`config.mk`:
```
export PLATFORM = sky130hd
export DESIGN_NAME = maxpool_stream_ctrl
export DESIGN_NICKNAME = d
export VERILOG_FILES = /design/src/rtl/maxpool_stream_ctrl.sv
export SDC_FILE = /design/constraint.sdc
export NUM_CORES = 1
export LEC_CHECK = 0
export ABC_AREA = 1
export CAP_MARGIN = 15
export CORE_MARGIN = 2
export CORE_UTILIZATION = 50
export CTS_CLUSTER_DIAMETER = 50
export DETAILED_ROUTE_END_ITERATION = 10
export GPL_ROUTABILITY_DRIVEN = 1
export GPL_TIMING_DRIVEN = 0
export PLACE_DENSITY_LB_ADDON = 0.08
export SYNTH_ARGS = -nofsm -noshare
export SYNTH_HDL_FRONTEND = slang
export SYNTH_SLANG_ARGS = --single-unit
```
`constraint.sdc`:
```
create_clock -name clk -period 4.2 [get_ports clk]
set_input_delay 0.84 -clock clk [delete_from_list [all_inputs] [get_ports clk]]
set_output_delay 0.84 -clock clk [all_outputs]
set_load 0.05 [all_outputs]
```
`src/rtl/maxpool_stream_ctrl.sv`:
```
// 2x2 stride-2 max pooling over a streamed CH x DIM x DIM frame.
// Raster-order pixels in, pooled values out with valid/ready flow control.
module maxpool_stream_ctrl #(
    parameter int bitwidth = 16,
    parameter int CH       = 2,
    parameter int DIM      = 10
) (
    input  logic                       clk,
    input  logic                       rst,
    input  logic                       start,
    output logic                       busy,
    output logic                       done,
    input  logic                       in_valid,
    output logic                       in_ready,
    input  logic signed [bitwidth-1:0] in_data,
    output logic                       out_valid,
    input  logic                       out_ready,
    output logic signed [bitwidth-1:0] out_data,
    output logic                       out_last
);

    localparam int CW = (DIM > 1) ? $clog2(DIM) : 1;
    localparam int HW = (CH > 1) ? $clog2(CH) : 1;
    localparam int LW = (DIM / 2 > 1) ? $clog2(DIM / 2) : 1;

    typedef enum logic [1:0] {
        IDLE,
        RUN,
        DRAIN
    } state_t;

    state_t state, state_nx;

    logic [CW-1:0] col, row;
    logic [HW-1:0] ch;
    logic [LW-1:0] lidx;

    logic signed [bitwidth-1:0] pair;
    logic signed [bitwidth-1:0] pmax;
    logic signed [bitwidth-1:0] lbv;
    logic signed [bitwidth-1:0] res;
    logic signed [bitwidth-1:0] lbuf [DIM/2];

    logic acc, out_acc, load, last_pix;
    logic col_end, row_end, ch_end;

    // Handshake qualifiers, window position flags and the compare datapath.
    always_comb begin
        acc      = in_valid && in_ready;
        out_acc  = out_valid && out_ready;
        col_end  = (col == CW'(DIM - 1));
        row_end  = (row == CW'(DIM - 1));
        ch_end   = (ch == HW'(CH - 1));
        last_pix = col_end && row_end && ch_end;
        load     = acc && col[0] && row[0];
        lidx     = LW'(col >> 1);
        lbv      = lbuf[lidx];
        // Strict greater keeps the earlier sample on ties.
        pmax     = (in_data > pair) ? in_data : pair;
        res      = (pmax > lbv) ? pmax : lbv;
    end

    // State register.
    always_ff @(posedge clk or posedge rst) begin
        if (rst) state <= IDLE;
        else     state <= state_nx;
    end

    // Next state and control outputs.
    always_comb begin
        state_nx = state;
        busy     = (state != IDLE);
        in_ready = 1'b0;
        done     = 1'b0;
        unique case (state)
            IDLE: begin
                if (start) state_nx = RUN;
            end
            RUN: begin
                // Accept only if the output register can take a new result.
                in_ready = !(out_valid && !out_ready);
                if (acc && last_pix) state_nx = DRAIN;
            end
            DRAIN: begin
                if (out_acc && out_last) begin
                    done     = 1'b1;
                    state_nx = IDLE;
                end
            end
            default: state_nx = IDLE;
        endcase
    end

    // Position of the next expected pixel: col, then row, then channel.
    always_ff @(posedge clk or posedge rst) begin
        if (rst) begin
            col <= '0;
            row <= '0;
            ch  <= '0;
        end else if (state == IDLE) begin
            col <= '0;
            row <= '0;
            ch  <= '0;
        end else if (acc) begin
            if (col_end) begin
                col <= '0;
                if (row_end) begin
                    row <= '0;
                    ch  <= ch_end ? '0 : ch + 1'b1;
                end else begin
                    row <= row + 1'b1;
                end
            end else begin
                col <= col + 1'b1;
            end
        end
    end

    // Pair register and line buffer; always rewritten before being read.
    always_ff @(posedge clk) begin
        if (acc && !col[0]) pair <= in_data;
        if (acc && col[0] && !row[0]) lbuf[lidx] <= pmax;
    end

    // Output register: loads on a window's bottom-right pixel, holds on stall.
    always_ff @(posedge clk or posedge rst) begin
        if (rst) begin
            out_valid <= 1'b0;
            out_data  <= '0;
            out_last  <= 1'b0;
        end else if (load) begin
            out_valid <= 1'b1;
            out_data  <= res;
            out_last  <= last_pix;
        end else if (out_ready) begin
            out_valid <= 1'b0;
        end
    end

endmodule

```
==> impl_metrics.toml <==
[final_layout]
layout-drive-gt1-share = 0.2088
area_growth_syn_to_layout_pct = 27.16
stdcell_count = 809
postLayoutCellArea_mm2 = 0.007804
nets = 703
fin_util = 0.6497

[clock_tree]
cts_tree = "built"
numClockSinks = 125
htree_levels = 4
clkSlewWorstSetupHoldPaths_ns = 0.05
clkLatencyLatePin_ns = 0.42
clockBufferDepth = 2
cts-root-buf = "clkbuf_16"
cts_made_buffers = 17

[synth]
synthesis.nets = 629
yosys.area.top_type = "edfxtp_1"
synth_cell_types = 38
synthArstFlopShare = 0.2320
synth-edff-count = 96
ys_ff_latch = 125
synth_ff_type = "edfxtp_1"
synthTopCellsByArea = "edfxtp_1, dfrtp_1, nand2_1, ha_1, nand3_1"
synth_top_area_share = 0.4697
syn_inst = 574
yosysSeqAreaShare = 0.5880
synth_common_cells = "nand2_1, edfxtp_1, nand3_1"
ys.warnings.count = 0
synth_area_per_cell_um2 = 10.69
netlist_area_mm2 = 0.006137
yosysMostFrequentCell = "nand2_1"

[power_and_ir_drop]
switchingPower_uw = 2373
p_leak_uw = 0.003352
peakVddDrop_v = 0.0003629
power.total_uw = 6056
power_frac_seq = 0.286
power.density_mw_per_mm2 = 776.0
switching_share = 0.3918
combPwrFrac = 0.444
clockPowerShare = 0.270
p_int_uw = 3683

[sta]
setup_violations = 0
tightest_slew_ns = 1.023
finalHoldViolations = 0
fmaxAchievable_mhz = 250.2
finClkSkew_ns = 0.006904
report.final.slew_viol_count = 0
min_period_ns = 3.997
finalWorstSetupSlack_ns = 0.2033
relSlewSlack = 0.3172
finalCritPeriodShare = 0.9516

[critical_path]
crit_slowest_cell = "clkdlybuf4s50_1"
end_kind = "flop"
crit_arrival_ns = 4.30
crit_family = "simple AND/OR/NAND/NOR gates"
crit_fanout = 10
cp_common_cell = "nand2_1"
rr_endpoint = "out_data[8]$_DFFE_PP0P_"
r2r_slack_ns = 0.61
critPathMaxStageDelay_ns = 0.45
timing.critical_path.buf_inv = 4
crit_type = "in2reg"
reg2regPathDepth = 25
worst-endpoint-required_ns = 4.50
start_kind = "primary input"
reg2reg_from = "pair[7]$_DFFE_PP_"

[worst_hold_path]
min_from = "out_data[15]$_DFFE_PP0P_"
holdPathEnd = "out_data[15]$_DFFE_PP0P_"
hold_path_depth = 2
hold_path.class = "reg2reg"

[drt]
dr_total_vias = 4458
avgRoutedWirePerCell_um = 17.65
postRouteAntennaNets = 0
drt-pass1-iter-count = 4
viasPerCell = 5.511
drc = 0
routed_wl_um = 14280
drt_iter0_drc = 318

[die]
dieArea_mm2 = 0.01318
ios = 42
fp.dieH_um = 114.8
die_x_um = 114.8
core.rowCount = 40
start_util = 0.5109
core_mm2 = 0.01201

[global_route]
grt_pass1_wl_um = 22760
grt_util_met1 = 0.3113
antenna_found_initial = 0
grt_max_degree = 18
busiest_layer = "met2"
met2_usage = 0.3716
gr-total-overflow = 0
grt_usage = 0.2309
groute.layer.met3.usage = 0.05799
first_global_vias = 4436

[run_status]
status = "finished, final reports clean"

[placement]
dpl_worst_slack_ns = -0.5950
globalplace.congestion = 0.8015
dp_cells = 769
io_buffers = 41
dpl.hpwl_um = 10000
dpl_cell_area_mm2 = 0.006845

[run]
drv_cap = 0
## how the worst max path moves through the flow
stage	end	slack (ns)	start	cells after the start
CTS	out_data[7]$_DFFE_PP0P_	0.0006	in_data[15]	24
floorplan	lbuf[1][0]$_DFFE_PP_	0.20	out_ready	6
finish	out_data[8]$_DFFE_PP0P_	0.20	in_data[6]	26
detailed placement	out_data[7]$_DFFE_PP0P_	-0.59	in_data[15]	21
global placement	lbuf[1][3]$_DFFE_PP_	-0.82	out_ready	7
global route	out_data[7]$_DFFE_PP0P_	-0.0003	in_data[11]	24
## sequential cells by signal, indices dropped and copies added (netlist names)
signal / count
lbuf: 80
out_data: 16
state: 2
row: 4
col: 4
pair: 16
out_valid: 1
out_last: 1
ch: 1
## metal layers
layer | wire length, um | up-vias
met5 | 0 | -
met4 | 274 | 0
li1 | - | 2170
met1 | 6395 | 2161
met2 | 6900 | 102
met3 | 706 | 25
## repair_timing
action,in CTS,in global routing
gates resized for setup,7,48
endpoints found under the setup margin,10,16
hold buffers,0,0
pin swaps,1,13
buffers inserted,1,5
gates cloned,0,1
## stage by stage
step	hold WS [ns]	setup TNS, ns
4_1_cts	0.4782	0
5_1_grt	0.5140	-0.0003113
3_5_place_dp	0.4640	-7.919
6_report	0.4736	0
2_1_floorplan	0.4449	0
3_3_place_gp	0.4646	-19.43
## final cells by class
type	count	area [um^2]
fillers	930	4208
flip-flops and latches	125	3608
multi-input cells	379	2431
repair buffers	55	595.6
clock buffers	20	436.7
clock inverters	12	217.7
inverters	53	203.9
well taps	147	183.9
plain buffers	17	123.9
diodes	1	2.502
## cells in the final DEF, fill, tap and decap left out, drive strengths merged
cell type        n
o21bai           1
a221oi           1
o21ai            9
o22ai            1
clkinvlp         2
clkbuf          22
diode            1
buf             29
edfxtp          96
a211oi          14
a22o            14
o31ai            1
nand3           48
o21a             1
clkinv           4
a21o             1
nand4           18
dlymetal6s2s     8
nand2          163
a21oi           34
bufinv           6
nor4             2
inv             53
dfrtp           29
nand3b           1
nor3             5
nor2            31
clkdlybuf4s50   33
ha              34
## power groups by stage
stage / Combinational (uW) / Clock [uW] / Sequential, uW
floorplan: 1430 / 0 / 1990
global placement: 2300 / 0 / 1740
detailed placement: 2370 / 0 / 1740
CTS: 2400 / 1650 / 1730
global route: 2950 / 1700 / 1750
finish: 2690 / 1640 / 1730
## worst register-to-register path, stage by stage, from the launching register on
cell and delay (ns):
edfxtp_1 0.37, inv_1 0.06, ha_1 0.31, a21o_1 0.19, nor2_1 0.11, nand2_1 0.10, nand2_2 0.11, nand2_2 0.07
nand2_4 0.12, nand3_4 0.15, clkbuf_16 0.20, nand2_2 0.08, nand2_4 0.10, ha_4 0.26, a21oi_1 0.15, o21a_1 0.14
nand2_1 0.08, nand2_1 0.11, nand2_1 0.07, nand2_2 0.08, nand3_4 0.13, inv_6 0.10, buf_6 0.13, nand3_1 0.12
nand2_1 0.11, nand2_1 0.06
## kinds of logic (layout without fill, tap and decap cells)
family                   after synthesis  after routing  share of synthesized area
other                                  0              1                          0
adder cells (fa/ha/maj)               34             34                    0.06932
AND/OR/NAND/NOR                      268            268                     0.2029
AO/OA/AOI/OAI                         77             77                    0.08930
flip-flops                           125            125                     0.5880
buffers and inverters                 70            157                    0.05056
Power figures use the tool's default switching activity.
